`config.mk`:
```
export PLATFORM = sky130hd
export DESIGN_NAME = uart_tx_arbiter
export DESIGN_NICKNAME = d
export VERILOG_FILES = /design/src/rtl/uart_tx_arbiter.sv
export SDC_FILE = /design/constraint.sdc
export NUM_CORES = 1
export LEC_CHECK = 0
export CELL_PAD_IN_SITES_DETAIL_PLACEMENT = 0
export CELL_PAD_IN_SITES_GLOBAL_PLACEMENT = 1
export CORE_MARGIN = 5
export CORE_UTILIZATION = 30
export DETAILED_ROUTE_END_ITERATION = 10
export DONT_BUFFER_PORTS = 1
export GPL_TIMING_DRIVEN = 0
export HOLD_SLACK_MARGIN = 0.05
export PLACE_DENSITY_LB_ADDON = 0.1
export SLEW_MARGIN = 30
export SYNTH_ARGS = -nofsm -noshare
export SYNTH_HDL_FRONTEND = slang
export SYNTH_SLANG_ARGS = --single-unit
```
`constraint.sdc`:
```
create_clock -name clk -period 2.7 [get_ports clk]
set_input_delay 0.405 -clock clk [delete_from_list [all_inputs] [get_ports clk]]
set_output_delay 0.405 -clock clk [all_outputs]
set_load 0.01 [all_outputs]
```
`src/rtl/uart_tx_arbiter.sv`:
```
// uart_tx_arbiter: round-robin sharing of one UART TX among NUM_REQ byte producers, with a Busy watchdog
module uart_tx_arbiter #(
    parameter int NUM_REQ    = 4,
    parameter int DATA_WIDTH = 8,
    parameter int IDX_W      = 2,
    parameter int TIMEOUT    = 4
) (
    input  logic                          clk,
    input  logic                          RST,
    input  logic [NUM_REQ-1:0]            Req,
    input  logic [NUM_REQ*DATA_WIDTH-1:0] Req_Data,
    input  logic                          Tx_Busy,
    output logic [NUM_REQ-1:0]            Ack,
    output logic [NUM_REQ-1:0]            Grant,
    output logic [IDX_W-1:0]              Owner,
    output logic [DATA_WIDTH-1:0]         P_Data,
    output logic                          Data_Valid,
    output logic                          Timeout_Err
);
    localparam int CW = $clog2(TIMEOUT);

    typedef enum logic [1:0] {IDLE, ISSUE, WAIT_BUSY, WAIT_DONE} state_t;

    state_t           state;
    logic [IDX_W-1:0] ptr;
    logic [IDX_W-1:0] off;
    logic [IDX_W-1:0] win;
    logic [IDX_W-1:0] nxt;
    logic [NUM_REQ-1:0] rot;
    logic [IDX_W:0]   sum;
    logic [CW-1:0]    cnt;

    // winner = first requester at or after ptr (modulo NUM_REQ); nxt = pointer after the current owner
    always_comb begin
        rot = NUM_REQ'({Req, Req} >> ptr);
        off = '0;
        for (int i = NUM_REQ - 1; i >= 0; i--) off = rot[i] ? IDX_W'(i) : off;
        sum = {1'b0, ptr} + {1'b0, off};
        win = (sum >= (IDX_W+1)'(NUM_REQ)) ? IDX_W'(sum - (IDX_W+1)'(NUM_REQ)) : IDX_W'(sum);
        nxt = (Owner == IDX_W'(NUM_REQ - 1)) ? '0 : Owner + 1'b1;
    end

    // arbitration, one-frame-per-grant sequencing and Busy watchdog; all outputs registered
    always_ff @(posedge clk) begin
        if (RST) begin
            state       <= IDLE;
            ptr         <= '0;
            cnt         <= '0;
            Ack         <= '0;
            Grant       <= '0;
            Owner       <= '0;
            P_Data      <= '0;
            Data_Valid  <= 1'b0;
            Timeout_Err <= 1'b0;
        end else begin
            Ack         <= '0;
            Data_Valid  <= 1'b0;
            Timeout_Err <= 1'b0;
            case (state)
                IDLE: if (!Tx_Busy && |Req) begin
                    P_Data <= Req_Data[DATA_WIDTH*win +: DATA_WIDTH];
                    Grant  <= NUM_REQ'(1) << win;
                    Ack    <= NUM_REQ'(1) << win;
                    Owner  <= win;
                    state  <= ISSUE;
                end
                ISSUE: begin
                    Data_Valid <= 1'b1;
                    cnt        <= '0;
                    state      <= WAIT_BUSY;
                end
                WAIT_BUSY: if (Tx_Busy) begin
                    state <= WAIT_DONE;
                end else if (cnt == CW'(TIMEOUT - 1)) begin
                    Timeout_Err <= 1'b1;
                    Grant       <= '0;
                    ptr         <= nxt;
                    state       <= IDLE;
                end else begin
                    cnt <= cnt + 1'b1;
                end
                WAIT_DONE: if (!Tx_Busy) begin
                    Grant <= '0;
                    ptr   <= nxt;
                    state <= IDLE;
                end
                default: state <= IDLE;
            endcase
        end
    end
endmodule
```
Yosys cells after proc, flatten, opt, wreduce, memory -nomap -nowiden
Cells that the tools add are included.

Flip-flop bits (word level): 26. Input bits: 39. Output and inout port bits: 20. Logic and storage cells: 70.

$add $sub $neg: 4. Order comparisons: 1. Equality and inequality tests: 11. Shift operators: 3. Muxes and demuxes: 25. Bitwise logic cells: 3. Reduce and logical (&&, ||, !) cells: 14.

Operator list (count): variable part select 32 x 6 -> 8 bit (1); 2-to-1 mux 2 bit (15); 2-to-1 mux 4 bit (4); one-hot mux 4 bit (3 select lines) (1); != test 2 bit, second input constant (5); equality test 2 bit, second input constant (4); one-hot mux 2 bit (2 select lines) (2); one-hot mux 2 bit (4 select lines) (1); right shift 8 x 2 -> 4 bit (1); AND reduction 3 bit (2); OR reduction 3 bit (2); AND reduction 5 bit (1); adder 2 x 1 -> 2 bit, second input constant (2); AND reduction 4 bit (1); nonzero test 2 bit (2); OR reduction 4 bit (1); left shift 1 x 2 -> 4 bit, first input constant (1); adder 2 x 2 -> 3 bit (1); >= comparator 3 bit, second input constant (1); != test 3 bit, second input constant (1); NOT 1 bit (3); nonzero test 3 bit (1); equality test 2 x 1 -> 1 bit, second input constant (1); zero test 2 bit (1); other kinds (5) (6).

Logic depth before layout (Yosys ltp)
Depth after elaboration: 11. Gate-level depth with buffers: 11. Mapped depth without buffers: 9.

Worst setup path before layout
No wires, ideal clock.

Kind: in2reg. Start: input port Req[2]. End: register P_Data[0]. Setup time: 131 ps. Data arrival time: 2290 ps. Required time: 2569 ps. Path slack: 279 ps. Stages on the path: 8. Buffers on the path: 1. Path through: buf_2 -> or4_1 -> o2111ai_1 -> ha_1 -> xor2_1 -> nor3_2 -> a2111oi_0 -> o41ai_1.

Cells in the longest elaborated chain, start to end: 9. Elaborated cells on any way between the ends: 13. Classes of those cells: 2 x add/sub; 1 x order compare; 2 x shift; 5 x mux; 3 x reduce/logical.

Ends and longest elaborated chain: start, declared (RTL line 10) `input logic [NUM_REQ-1:0] Req,`; right shift 8 x 2 -> 4 bit (RTL line 35) `rot = NUM_REQ'({Req, Req} >> ptr);`; 2-to-1 mux 2 bit (4 in a row) (RTL line 37) `for (int i = NUM_REQ - 1; i >= 0; i--) off = rot[i] ? IDX_W'(i) : off;`; adder 2 x 2 -> 3 bit (RTL line 38) `sum = {1'b0, ptr} + {1'b0, off};`; >= comparator 3 bit / subtractor 2 x 1 -> 2 bit (equally long branches) (RTL line 39) `win = (sum >= (IDX_W+1)'(NUM_REQ)) ? IDX_W'(sum - (IDX_W+1)'(NUM_REQ)) : IDX_W'(sum);`; 2-to-1 mux 2 bit (RTL line 39); variable part select 32 x 6 -> 8 bit (RTL line 61) `P_Data <= Req_Data[DATA_WIDTH*win +: DATA_WIDTH];`; end signal, assigned (RTL line 61); end, declared (RTL line 16) `output logic [DATA_WIDTH-1:0] P_Data,`.

Several ways; a longest one is shown, not always the timed one. A chain may end at the register's enable or synchronous reset.

Worst setup path in the final report
Start: register ptr[0]. End: register P_Data[6].

Cells in the longest elaborated chain, start to end: 9. Elaborated cells on any way between the ends: 10. Classes of those cells: 2 x add/sub; 1 x order compare; 2 x shift; 5 x mux.

Ends and longest elaborated chain: start, declared (RTL line 25) `logic [IDX_W-1:0] ptr;`; start signal, assigned (RTL line 77) `ptr <= nxt;`; start signal, assigned (RTL line 84) `ptr <= nxt;`; right shift 8 x 2 -> 4 bit (RTL line 35); 2-to-1 mux 2 bit (4 in a row) (RTL line 37); adder 2 x 2 -> 3 bit (*) (RTL line 38); >= comparator 3 bit / subtractor 2 x 1 -> 2 bit (equally long branches) (RTL line 39); 2-to-1 mux 2 bit (*) (RTL line 39); variable part select 32 x 6 -> 8 bit (*) (RTL line 61).

Every way passes the cells marked *; elsewhere a longest branch is shown, timed or not.

==> impl_metrics.json <==
{
  "switching_share": 0.338,
  "async_reset_ff_frac": 0,
  "hold_viol": 0,
  "leakagePower_uw": 0.000740,
  "fill_cells": 581,
  "io_buffer_count": 0,
  "maxCapViolCount": 0,
  "gp_congestion": 0.740,
  "diodes": 0,
  "p_int_uw": 775,
  "arrival_ps": 2750,
  "ant_nets": 0,
  "fin_crit_ps": 2580,
  "min_period_over_period": 0.954,
  "routed_wl_um": 5050,
  "slew_headroom": 0.617,
  "end_kind": "flop",
  "synthTopCellsByArea": "dfxtp_1, mux2i_1, nor2_1",
  "setup_viol": 0,
  "grt_start_max_net_pins": 16,
  "seq_power_share": 0.421,
  "yosysWarnings": 0,
  "synthesis.area_mm2": 0.00171,
  "nNetsFinal": 258,
  "area_growth_pct": 14.5,
  "cts_tree": "yes",
  "fmax_ghz": 0.388,
  "maxSlewViolCount": 0,
  "ys.flop_type": "dfxtp_1",
  "cts_root_buf": "clkbuf_8",
  "synth_edf_count": 0,
  "crit_type": "flop to flop",
  "cts.sink_count": 26,
  "vias": 1541,
  "worstMarginPinSlew_ps": 574,
  "dp_hpwl_um": 3790,
  "route.detailed.drc": 0,
  "core_area_mm2": 0.00551,
  "finalClockSkew_ps": 3.41,
  "grt_overflow": 0,
  "postSynthCellCount": 204,
  "dieArea_mm2": 0.00730,
  "status": "finished, final reports clean",
  "start_util": 0.310,
  "drive_above_1_share": 0.171,
  "ys_seq_elements": 26,
  "cp_max_fo": 10,
  "synth_top_area_frac": 0.305,
  "grtUsageTotal": 0.136,
  "yosysSeqAreaShare": 0.305,
  "post_drt_wl_per_cell_um": 17.9,
  "die_height_um": 85.4,
  "critPathRequiredTime_ps": 2870,
  "synth_area_per_cell_um2": 8.37,
  "numCtsBuffers": 3,
  "grt_pass1_wl_um": 8020,
  "drt_iter0_drc": 71,
  "antenna_found_initial": 0,
  "power.share.clock": 0.278,
  "synth_cell_type_count": 49,
  "yosys.area.top_type": "dfxtp_1",
  "cp-start-kind": "flop",
  "die_w_um": 85.4,
  "p_per_area_mw_per_mm2": 599,
  "irDropWorstVdd_v": 0.000299,
  "rows": 27,
  "finalPower_uw": 1170,
  "clock_latency_ps": 270,
  "clk_pin_slew_ps": 90,
  "grt_pass1_vias": 1586,
  "io_pins": 59,
  "htreeDepth": 1,
  "dr.pass1.iters": 4,
  "avgViaCountPerCell": 5.46,
  "switchingPower_uw": 396,
  "comb_power_share": 0.301,
  "hold_path_class": "primary input to flop",
  "syn_nets": 251,
  "utilization": 0.355,
  "clock_path_buffers": 2
}
## power groups by stage
stage	clock (µW)	combinational, µW	sequential (µW)
3_5_place_dp	0	334	505
4_1_cts	334	341	496
2_1_floorplan	0	264	489
3_3_place_gp	0	324	502
5_1_grt	351	395	501
6_report	326	352	493
## state kept, by name, indices dropped and copies added (netlist names)
| name | count |
|---|---|
| cnt | 2 |
| Data_Valid | 1 |
| P_Data | 8 |
| Owner | 2 |
| Grant | 4 |
| Timeout_Err | 1 |
| state | 2 |
| ptr | 2 |
| Ack | 4 |
## Yosys cell counts (2+ instances only)
cell	count
nor3_1	3
o21ai_0	6
a2111oi_0	3
and3_1	8
a22oi_1	2
o41ai_2	4
inv_1	3
nand3b_1	7
mux2i_1	12
ha_1	8
nor2_1	27
dfxtp_1	26
nand3_1	6
nor2b_1	7
nor4b_1	2
nand2_1	17
o21ai_1	2
o211ai_1	2
buf_2	5
a21oi_1	15
nor4_1	2
clkbuf_1	5
mux2_2	4
o41ai_1	3
## cells in the final DEF, fill, tap and decap left out, drive strengths merged, types with 2 or more instances in the layout
| master | count |
|---|---|
| nor2 | 28 |
| dfxtp | 26 |
| nand2 | 18 |
| a21oi | 17 |
| mux2i | 12 |
| clkbuf | 9 |
| and3 | 8 |
| ha | 8 |
| o21ai | 8 |
| buf | 8 |
| nor2b | 7 |
| nand3b | 7 |
| o41ai | 7 |
| nand3 | 6 |
| mux2 | 4 |
| nor3 | 4 |
| inv | 3 |
| a2111oi | 3 |
| o211ai | 2 |
| nor4 | 2 |
| a22oi | 2 |
| or3 | 2 |
| nor4b | 2 |
## final cells by class
type                       instances  area [µm²]  share of cell area
inverter                           3        11.3             0.00576
clock buffer                       3        41.3              0.0211
multi-input combinational        163        1180               0.604
sequential                        26         520               0.266
timing repair buffer               2        15.0             0.00768
clock inverter                     1        30.0              0.0154
tap                               72        90.1              0.0461
buffer                            12        65.1              0.0333
## critical path: stages (launching register included)
cell and delay (ps):
dfxtp_1 330, buf_2 180, or4_1 540, o2111ai_1 140
ha_2 350, clkbuf_4 220, mux2i_1 170, and3_1 210
o41ai_2 340
## per-layer routing
metal / vias up / GRT usage / routed length (µm) / part of all wire
met1: 742 / 0.166 / 2140 / 0.42
li1: 756 / - / - / -
met4: 0 / 0.0288 / 48 / 0.0095
met2: 37 / 0.238 / 2530 / 0.50
met3: 6 / 0.0388 / 334 / 0.066
met5: - / 0 / 0 / 0
## path summary, 6_finish.rpt
kind	from	endpoint	slack (ps)	cells past startpoint
worst max-delay path	ptr[0]	P_Data[6]	120	8
worst max register to register	ptr[0]	P_Data[6]	120	8
worst min-delay path	RST	Data_Valid	190	1
worst min register to register	Grant[3]	Grant[3]	520	2
## cell families after synthesis
kind of cell,count (synthesis),share of synthesized area
simple gates,90,0.279
compound gates,47,0.207
flops,26,0.305
mux,16,0.0968
buf+inv,15,0.0433
fa+ha+maj,8,0.0587
xor+xnor,2,0.0103
## stage by stage
step | setup slack, ps | area [µm²] | hold slack, ps | TNS, ps | instances
5_1_grt | -2.94 | 1950 | 178 | -2.94 | 282
2_1_floorplan | 279 | 1710 | 465 | 0 | 204
6_report | 124 | 1950 | 191 | 0 | 282
3_3_place_gp | -313 | 1800 | 482 | -3500 | 276
4_1_cts | 33.3 | 1910 | 187 | 0 | 280
3_5_place_dp | -338 | 1800 | 484 | -3430 | 276
## timing repair
item,CTS,global route
pin swaps,0,2
hold buffers,0,0
setup buffers,0,2
hold endpoints to repair,0,0
gates resized for setup,8,5
endpoints found under the setup margin,13,6
Note: power is estimated with default switching activity, not from simulation.
